--- config.mk ---
export PLATFORM = sky130hd
export DESIGN_NAME = sync_fifo_param_flat
export DESIGN_NICKNAME = d
export VERILOG_FILES = /design/src/rtl/sync_fifo_pkg.sv /design/src/rtl/sync_fifo_if.sv /design/src/rtl/sync_fifo_mem.sv /design/src/rtl/sync_fifo_param.sv /design/src/flat_wrapper.sv
export SDC_FILE = /design/constraint.sdc
export NUM_CORES = 1
export LEC_CHECK = 0
export BUFFER_PORTS_ARGS = -buffer_cell sky130_fd_sc_hd__clkbuf_2
export CAP_MARGIN = 5
export CORE_AREA = 2 2 147 149
export DETAILED_ROUTE_END_ITERATION = 8
export DIE_AREA = 0 0 149 151
export PLACE_DENSITY = 0.48
export RECOVER_POWER = 25
export SKIP_CTS_REPAIR_TIMING = 1
export SLEW_MARGIN = 20
export SYNTH_ARGS = -nofsm -noshare
export SYNTH_HDL_FRONTEND = slang
export SYNTH_SLANG_ARGS = --single-unit
--- constraint.sdc ---
create_clock -name clk -period 4.4 [get_ports clk]
set_clock_uncertainty 0.2 [all_clocks]
set_input_delay 1.1 -clock clk [delete_from_list [all_inputs] [get_ports clk]]
set_output_delay 1.1 -clock clk [all_outputs]
set_load 0.01 [all_outputs]
--- src/rtl/sync_fifo_pkg.sv ---
// Shared constants and helpers for the parametrised synchronous FIFO.
package sync_fifo_pkg;

   localparam int FIFO_MODE_STD  = 32'sd0;
   localparam int FIFO_MODE_FWFT = 32'sd1;

   function automatic int ptr_width(input int depth);
      if (depth > 32'sd1) begin
         return $clog2(depth);
      end else begin
         return 32'sd1;
      end
   endfunction

endpackage

--- src/rtl/sync_fifo_if.sv ---
// Producer/consumer bus of the synchronous FIFO; master drives requests, slave is the FIFO.
interface sync_fifo_if #(
   parameter int WIDTH = 32'sd16,
   parameter int CW    = 32'sd4
);
   logic             flush;
   logic [WIDTH-1:0] data_in;
   logic             wr_en;
   logic             rd_en;
   logic [WIDTH-1:0] data_out;
   logic             rd_valid;
   logic [CW-1:0]    count;
   logic             wr_ack;
   logic             overflow;
   logic             underflow;
   logic             full;
   logic             empty;
   logic             almostfull;
   logic             almostempty;

   modport master (
      output flush, data_in, wr_en, rd_en,
      input  data_out, rd_valid, count, wr_ack, overflow, underflow,
      input  full, empty, almostfull, almostempty
   );

   modport slave (
      input  flush, data_in, wr_en, rd_en,
      output data_out, rd_valid, count, wr_ack, overflow, underflow,
      output full, empty, almostfull, almostempty
   );
endinterface

--- src/rtl/sync_fifo_mem.sv ---
// FIFO storage: one synchronous write port, one asynchronous read port, no reset.
module sync_fifo_mem
   import sync_fifo_pkg::*;
#(
   parameter int WIDTH = 32'sd16,
   parameter int DEPTH = 32'sd8,
   parameter int AW    = ptr_width(DEPTH)
) (
   input  logic             clk,
   input  logic             we,
   input  logic [AW-1:0]    waddr,
   input  logic [WIDTH-1:0] wdata,
   input  logic [AW-1:0]    raddr,
   output logic [WIDTH-1:0] rdata
);

   logic [WIDTH-1:0] mem_r [DEPTH];

   // Write port
   always_ff @(posedge clk) begin
      if (we) begin
         mem_r[waddr] <= wdata;
      end
   end

   assign rdata = mem_r[raddr];

endmodule

--- src/rtl/sync_fifo_param.sv ---
// Parametrised single-clock FIFO with threshold flags, occupancy count,
// synchronous flush and selectable registered or first-word-fall-through read.
module sync_fifo_param
   import sync_fifo_pkg::*;
#(
   parameter int  FIFO_WIDTH = 32'sd16,
   parameter int  FIFO_DEPTH = 32'sd8,
   parameter int  AF_LEVEL   = FIFO_DEPTH - 32'sd1,
   parameter int  AE_LEVEL   = 32'sd1,
   parameter int  FWFT       = FIFO_MODE_STD,
   localparam int CW         = $clog2(FIFO_DEPTH + 32'sd1)
) (
   input logic        clk,
   input logic        rst,
   sync_fifo_if.slave bus
);

   localparam int AW = ptr_width(FIFO_DEPTH);
   localparam logic [AW-1:0] LAST_PTR = AW'(FIFO_DEPTH - 32'sd1);

   if (FIFO_WIDTH < 32'sd1) begin : g_width_chk
      $fatal(1, "sync_fifo_param: FIFO_WIDTH must be >= 1");
   end
   if (FIFO_DEPTH < 32'sd2) begin : g_depth_chk
      $fatal(1, "sync_fifo_param: FIFO_DEPTH must be >= 2");
   end
   if ((AF_LEVEL < 32'sd1) || (AF_LEVEL > FIFO_DEPTH)) begin : g_af_chk
      $fatal(1, "sync_fifo_param: AF_LEVEL outside 1..FIFO_DEPTH");
   end
   if ((AE_LEVEL < 32'sd0) || (AE_LEVEL > FIFO_DEPTH - 32'sd1)) begin : g_ae_chk
      $fatal(1, "sync_fifo_param: AE_LEVEL outside 0..FIFO_DEPTH-1");
   end
   if ((FWFT != FIFO_MODE_STD) && (FWFT != FIFO_MODE_FWFT)) begin : g_mode_chk
      $fatal(1, "sync_fifo_param: FWFT must be 0 or 1");
   end

   logic [AW-1:0]         wr_ptr_r;
   logic [AW-1:0]         rd_ptr_r;
   logic [AW-1:0]         wr_ptr_nxt_s;
   logic [AW-1:0]         rd_ptr_nxt_s;
   logic [CW-1:0]         count_r;
   logic [FIFO_WIDTH-1:0] head_s;
   logic [FIFO_WIDTH-1:0] dout_r;
   logic                  full_s;
   logic                  empty_s;
   logic                  wr_acc_s;
   logic                  rd_acc_s;
   logic                  rd_valid_r;
   logic                  wr_ack_r;
   logic                  overflow_r;
   logic                  underflow_r;

   assign full_s  = (count_r == CW'(FIFO_DEPTH));
   assign empty_s = (count_r == CW'(32'sd0));

   // Accept decisions; a flush cycle swallows both requests
   always_comb begin
      wr_acc_s = 1'b0;
      rd_acc_s = 1'b0;
      if (!bus.flush) begin
         wr_acc_s = bus.wr_en && !full_s;
         rd_acc_s = bus.rd_en && !empty_s;
      end else begin
         wr_acc_s = 1'b0;
         rd_acc_s = 1'b0;
      end
   end

   // Explicit wrap keeps non-power-of-two depths inside the array
   always_comb begin
      wr_ptr_nxt_s = wr_ptr_r;
      rd_ptr_nxt_s = rd_ptr_r;
      if (wr_ptr_r == LAST_PTR) begin
         wr_ptr_nxt_s = '0;
      end else begin
         wr_ptr_nxt_s = wr_ptr_r + AW'(32'sd1);
      end
      if (rd_ptr_r == LAST_PTR) begin
         rd_ptr_nxt_s = '0;
      end else begin
         rd_ptr_nxt_s = rd_ptr_r + AW'(32'sd1);
      end
   end

   // Pointers, occupancy, status pulses and registered read data
   always_ff @(posedge clk) begin
      if (rst) begin
         wr_ptr_r    <= '0;
         rd_ptr_r    <= '0;
         count_r     <= '0;
         rd_valid_r  <= 1'b0;
         wr_ack_r    <= 1'b0;
         overflow_r  <= 1'b0;
         underflow_r <= 1'b0;
         dout_r      <= '0;
      end else if (bus.flush) begin
         wr_ptr_r    <= '0;
         rd_ptr_r    <= '0;
         count_r     <= '0;
         rd_valid_r  <= 1'b0;
         wr_ack_r    <= 1'b0;
         overflow_r  <= 1'b0;
         underflow_r <= 1'b0;
      end else begin
         if (wr_acc_s) begin
            wr_ptr_r <= wr_ptr_nxt_s;
         end
         if (rd_acc_s) begin
            rd_ptr_r <= rd_ptr_nxt_s;
            dout_r   <= head_s;
         end
         case ({wr_acc_s, rd_acc_s})
            2'b10:   count_r <= count_r + CW'(32'sd1);
            2'b01:   count_r <= count_r - CW'(32'sd1);
            default: count_r <= count_r;
         endcase
         rd_valid_r  <= rd_acc_s;
         wr_ack_r    <= wr_acc_s;
         overflow_r  <= bus.wr_en && full_s;
         underflow_r <= bus.rd_en && empty_s;
      end
   end

   sync_fifo_mem #(
      .WIDTH (FIFO_WIDTH),
      .DEPTH (FIFO_DEPTH),
      .AW    (AW)
   ) u_mem (
      .clk   (clk),
      .we    (wr_acc_s),
      .waddr (wr_ptr_r),
      .wdata (bus.data_in),
      .raddr (rd_ptr_r),
      .rdata (head_s)
   );

   assign bus.data_out    = (FWFT == FIFO_MODE_FWFT) ? head_s   : dout_r;
   assign bus.rd_valid    = (FWFT == FIFO_MODE_FWFT) ? !empty_s : rd_valid_r;
   assign bus.count       = count_r;
   assign bus.wr_ack      = wr_ack_r;
   assign bus.overflow    = overflow_r;
   assign bus.underflow   = underflow_r;
   assign bus.full        = full_s;
   assign bus.empty       = empty_s;
   assign bus.almostfull  = (count_r >= CW'(AF_LEVEL));
   assign bus.almostempty = (count_r <= CW'(AE_LEVEL));

endmodule
--- src/flat_wrapper.sv ---
// flat-port wrapper written by rule: the top's interface ports become plain ports
module sync_fifo_param_flat import sync_fifo_pkg::*;
#(
   parameter int  FIFO_WIDTH = 32'sd16,
   parameter int  FIFO_DEPTH = 32'sd8,
   parameter int  AF_LEVEL   = FIFO_DEPTH - 32'sd1,
   parameter int  AE_LEVEL   = 32'sd1,
   parameter int  FWFT       = FIFO_MODE_STD,
   localparam int CW         = $clog2(FIFO_DEPTH + 32'sd1)
)
  (clk, rst, bus_flush, bus_data_in, bus_wr_en, bus_rd_en, bus_data_out, bus_rd_valid, bus_count, bus_wr_ack, bus_overflow, bus_underflow, bus_full, bus_empty, bus_almostfull, bus_almostempty);
  sync_fifo_if bus_i ();
  input logic clk;
  input logic rst;
  input wire logic [$bits(bus_i.flush)-1:0] bus_flush;
  input wire logic [$bits(bus_i.data_in)-1:0] bus_data_in;
  input wire logic [$bits(bus_i.wr_en)-1:0] bus_wr_en;
  input wire logic [$bits(bus_i.rd_en)-1:0] bus_rd_en;
  output wire logic [$bits(bus_i.data_out)-1:0] bus_data_out;
  output wire logic [$bits(bus_i.rd_valid)-1:0] bus_rd_valid;
  output wire logic [$bits(bus_i.count)-1:0] bus_count;
  output wire logic [$bits(bus_i.wr_ack)-1:0] bus_wr_ack;
  output wire logic [$bits(bus_i.overflow)-1:0] bus_overflow;
  output wire logic [$bits(bus_i.underflow)-1:0] bus_underflow;
  output wire logic [$bits(bus_i.full)-1:0] bus_full;
  output wire logic [$bits(bus_i.empty)-1:0] bus_empty;
  output wire logic [$bits(bus_i.almostfull)-1:0] bus_almostfull;
  output wire logic [$bits(bus_i.almostempty)-1:0] bus_almostempty;
  assign bus_i.flush = bus_flush;
  assign bus_i.data_in = bus_data_in;
  assign bus_i.wr_en = bus_wr_en;
  assign bus_i.rd_en = bus_rd_en;
  assign bus_data_out = bus_i.data_out;
  assign bus_rd_valid = bus_i.rd_valid;
  assign bus_count = bus_i.count;
  assign bus_wr_ack = bus_i.wr_ack;
  assign bus_overflow = bus_i.overflow;
  assign bus_underflow = bus_i.underflow;
  assign bus_full = bus_i.full;
  assign bus_empty = bus_i.empty;
  assign bus_almostfull = bus_i.almostfull;
  assign bus_almostempty = bus_i.almostempty;
  sync_fifo_param #(.FIFO_WIDTH(FIFO_WIDTH), .FIFO_DEPTH(FIFO_DEPTH), .AF_LEVEL(AF_LEVEL), .AE_LEVEL(AE_LEVEL), .FWFT(FWFT)) u_core (.clk(clk), .rst(rst), .bus(bus_i));
endmodule
==> results.sh <==
export IMPL_status="completed"
export IMPL_clkSinkCount=158
export IMPL_slew_viol_final=0
export IMPL_lkg_pwr_uw=0.00239
export IMPL_yosys_warnings=0
export IMPL_nFillCells=2011
export IMPL_timing_slew_headroom=0.396
export IMPL_timing_worst_setup_path_type="register to register"
export IMPL_hold_path_stages=2
export IMPL_tritoncts="yes"
export IMPL_dieArea_um2=22500
export IMPL_worst_r2r_setup_slack_ns=1.25
export IMPL_nets=449
export IMPL_finalHoldViolations=0
export IMPL_area_sequential_um2=4450
export IMPL_postSynthRegisterBits=158
export IMPL_reg2reg_to="u_core.bus.count[3]"
export IMPL_final_min_period_over_clock_period=0.715
export IMPL_layout_drive_gt1_share=0.240
export IMPL_layout_cells_most_common_list="sky130_fd_sc_hd__edfxtp_1, sky130_fd_sc_hd__clkbuf_2, sky130_fd_sc_hd__mux2i_1"
export IMPL_route_detailed_vias_per_inst=4.63
export IMPL_design_portCount=49
export IMPL_place_gp_congestion=0.707
export IMPL_setup_crit_end_kind="register"
export IMPL_critPathLaunch="u_core.bus.count[0]"
export IMPL_synth_seq_area_share=0.724
export IMPL_timing_worst_slew_pin_value_ns=0.906
export IMPL_worst_supply_voltage_drop_on_vdd_mv=0.200
export IMPL_timing_critical_path_arrival_ns=3.25
export IMPL_h_tree_depth=4
export IMPL_cts_root_buffer_cell="sky130_fd_sc_hd__clkbuf_16"
export IMPL_cp_max_fo=17
export IMPL_timing_critical_path_mode_cell="sky130_fd_sc_hd__ha_1"
export IMPL_clock_tree_buffer_depth=2
export IMPL_cts_clk_slew_worst_paths_ns=0.06
export IMPL_cts_buffers=17
export IMPL_maxClockFrequency_ghz=0.318
export IMPL_crit_buf_inv=2
export IMPL_placeableCoreArea_um2=20800
export IMPL_drt_drc_violations_left=0
export IMPL_critPathRequiredTime_ns=4.50
export IMPL_routed_via_count=3281
export IMPL_routed_wire_length_per_instance_um=18.8
export IMPL_drt_pass1_iter_count=4
export IMPL_detail_route_iter0_violations=166
export IMPL_report_final_setup_viol=0
export IMPL_critical_path_max_stage_delay_ns=0.60
export IMPL_rows=53
export IMPL_half_perimeter_wire_length_after_detailed_placement_mm=7.69
export IMPL_antenna_found_initial=2
export IMPL_buffer_ports_inserted=48
export IMPL_power_density_nw_per_um2=447
export IMPL_global_route_wire_length_before_repair_mm=19.8
export IMPL_post_route_cell_area_um2=7290
export IMPL_chipHeight_um=151
export IMPL_clk_insertion_delay_late_ns=0.41
export IMPL_drv_max_cap_violation_count=0
export IMPL_mappedNetlistArea_um2=6140
export IMPL_most_common_cell_after_layout_fill_and_taps_aside="sky130_fd_sc_hd__edfxtp_1"
export IMPL_multiInputGateArea_um2=1540
export IMPL_rr_startpoint="u_core.bus.count[0]"
export IMPL_critPathCapture="u_core.bus.count[3]"
export IMPL_drtAntennaViolNets=0
export IMPL_grt_overflow_total=0
export IMPL_grt_setup_unrepaired="no"
export IMPL_routed_wl_mm=13.3
export IMPL_initial_core_util=0.295
export IMPL_synthToLayoutAreaGrowth_pct=18.7
export IMPL_grt_start_max_net_pins=30
export IMPL_die_x_um=149
export IMPL_critPathSlowestCell="sky130_fd_sc_hd__or4b_2"
export IMPL_setup_tns_ns=0
export IMPL_yosys_cell_types_count=38
export IMPL_gate_family_responsible_for_the_most_delay_along_the_worst_path="simple AND/OR/NAND/NOR gates"
export IMPL_placed_area_um2=6680
export IMPL_min_path_type="register to register"
export IMPL_period_needed_ns=3.15
export IMPL_ff2ff_path_depth=10
export IMPL_synthesis_nets=391
export IMPL_grt_usage=0.124
export IMPL_synthesis_instances=362
export IMPL_first_global_vias=3377
export IMPL_synth_avg_cell_area_um2=17.0
export IMPL_critPathLaunchType="register"
export IMPL_critical_path_cell_count=10
export IMPL_worstPathCellList="inv_1 > ha_1 > nor3b_2 > or3b_1 > inv_6 > ha_1 > or4b_2 > a21oi_1 > xnor2_1 > nor2_1"
Yosys cell counts, drive strengths merged:
master / instances / area [um^2]
edfxtp: 128 / 3840
mux2i: 35 / 350
nor2: 31 / 116
dfxtp: 30 / 601
nor3: 19 / 100
a211oi: 17 / 128
mux4: 16 / 375
o22ai: 16 / 100
buf: 15 / 115
ha: 8 / 100
a21oi: 6 / 30.0
clkbuf: 6 / 23.8
nand2: 5 / 18.8
nand2b: 5 / 38.8
or3: 4 / 31.3
or3b: 4 / 37.5
inv: 3 / 16.3
or2: 3 / 18.8
and3: 2 / 13.8
xor2: 2 / 17.5
a21o: 1 / 8.76
and3b: 1 / 8.76
nand4b: 1 / 8.76
nor3b: 1 / 12.5
o21ai: 1 / 5.00
or4b: 1 / 10.0
xnor2: 1 / 8.76
worst reg2reg max path, cell delays in order (launching register included):
cell                      delay (ns)
sky130_fd_sc_hd__dfxtp_1        0.46
sky130_fd_sc_hd__inv_1          0.09
sky130_fd_sc_hd__ha_1           0.24
sky130_fd_sc_hd__nor3b_2        0.18
sky130_fd_sc_hd__or3b_1         0.44
sky130_fd_sc_hd__inv_6          0.18
sky130_fd_sc_hd__ha_1           0.27
sky130_fd_sc_hd__or4b_2         0.60
sky130_fd_sc_hd__a21oi_1        0.19
sky130_fd_sc_hd__xnor2_1        0.14
sky130_fd_sc_hd__nor2_1         0.05
flip-flops by register name (all words and copies together) (netlist names):
| register | cells |
|---|---|
| u_core.bus.wr_ack | 1 |
| u_core.bus.underflow | 1 |
| u_core.u_mem.mem_r | 128 |
| u_core.bus.data_out | 16 |
| u_core.bus.overflow | 1 |
| u_core.bus.count | 4 |
| u_core.rd_ptr_r | 3 |
| u_core.bus.rd_valid | 1 |
| u_core.wr_ptr_r | 3 |
area by class of cell:
| type | instances | area share |
|---|---|---|
| antenna | 1 | 0.000343 |
| clock buffer | 17 | 0.0584 |
| clock inverter | 15 | 0.0264 |
| inverter | 3 | 0.00223 |
| multi-input combinational | 180 | 0.212 |
| sequential | 158 | 0.610 |
| tap | 275 | 0.0472 |
| timing repair buffer | 60 | 0.0433 |
worst min path at each step:
stage	to	start	slack [ns]
finish	u_core.bus.data_out[8]	u_core.bus.data_out[8]	0.29
global route	u_core.bus.data_out[13]	u_core.bus.data_out[13]	0.33
CTS	u_core.bus.data_out[8]	u_core.bus.data_out[8]	0.30
detailed placement	u_core.bus.data_out[8]	u_core.bus.data_out[8]	0.29
global placement	u_core.bus.data_out[1]	u_core.bus.data_out[1]	0.29
floorplan	u_core.wr_ptr_r[0]	u_core.wr_ptr_r[0]	0.27
power breakdown:
group / internal, uW / switching, uW / total (uW) / leakage, uW
Sequential: 1630 / 10.0 / 1640 / 0.00140
Clock: 947 / 568 / 1510 / 0.000300
Combinational: 35.2 / 63.6 / 98.8 / 0.000693
Total: 2610 / 641 / 3260 / 0.00239
cell families (layout without fill, tap and decap cells):
| kind of cell | after synthesis | in the layout | share of synthesized area |
|---|---|---|---|
| mux | 51 | 51 | 0.118 |
| simple gates | 77 | 77 | 0.0677 |
| xor+xnor | 3 | 3 | 0.00428 |
| flops | 158 | 158 | 0.724 |
| fa+ha+maj | 8 | 8 | 0.0163 |
| buf+inv | 24 | 95 | 0.0253 |
| compound gates | 41 | 41 | 0.0442 |
| other cells | 0 | 1 | 0 |
per-stage QoR:
step / total power, uW / cells / setup slack [ns] / utilization / hold slack (ns)
6_report: 3260 / 709 / 1.25 / 0.350 / 0.294
5_1_grt: 3370 / 709 / 1.07 / 0.350 / 0.332
4_1_cts: 3290 / 708 / 1.24 / 0.350 / 0.296
3_5_place_dp: 1780 / 676 / 0.965 / 0.321 / 0.287
3_3_place_gp: 1770 / 676 / 0.990 / 0.321 / 0.289
2_1_floorplan: 1730 / 362 / 1.05 / - / 0.270
layer usage:
layer | vias up | part of all wire | track usage
met1 | 1661 | 0.44 | 0.152
met4 | 2 | 0.0071 | 0.0376
li1 | 1533 | - | -
met2 | 77 | 0.50 | 0.212
met3 | 8 | 0.052 | 0.0355
met5 | - | 0.00098 | 0
Power figures use the tool's default switching activity.
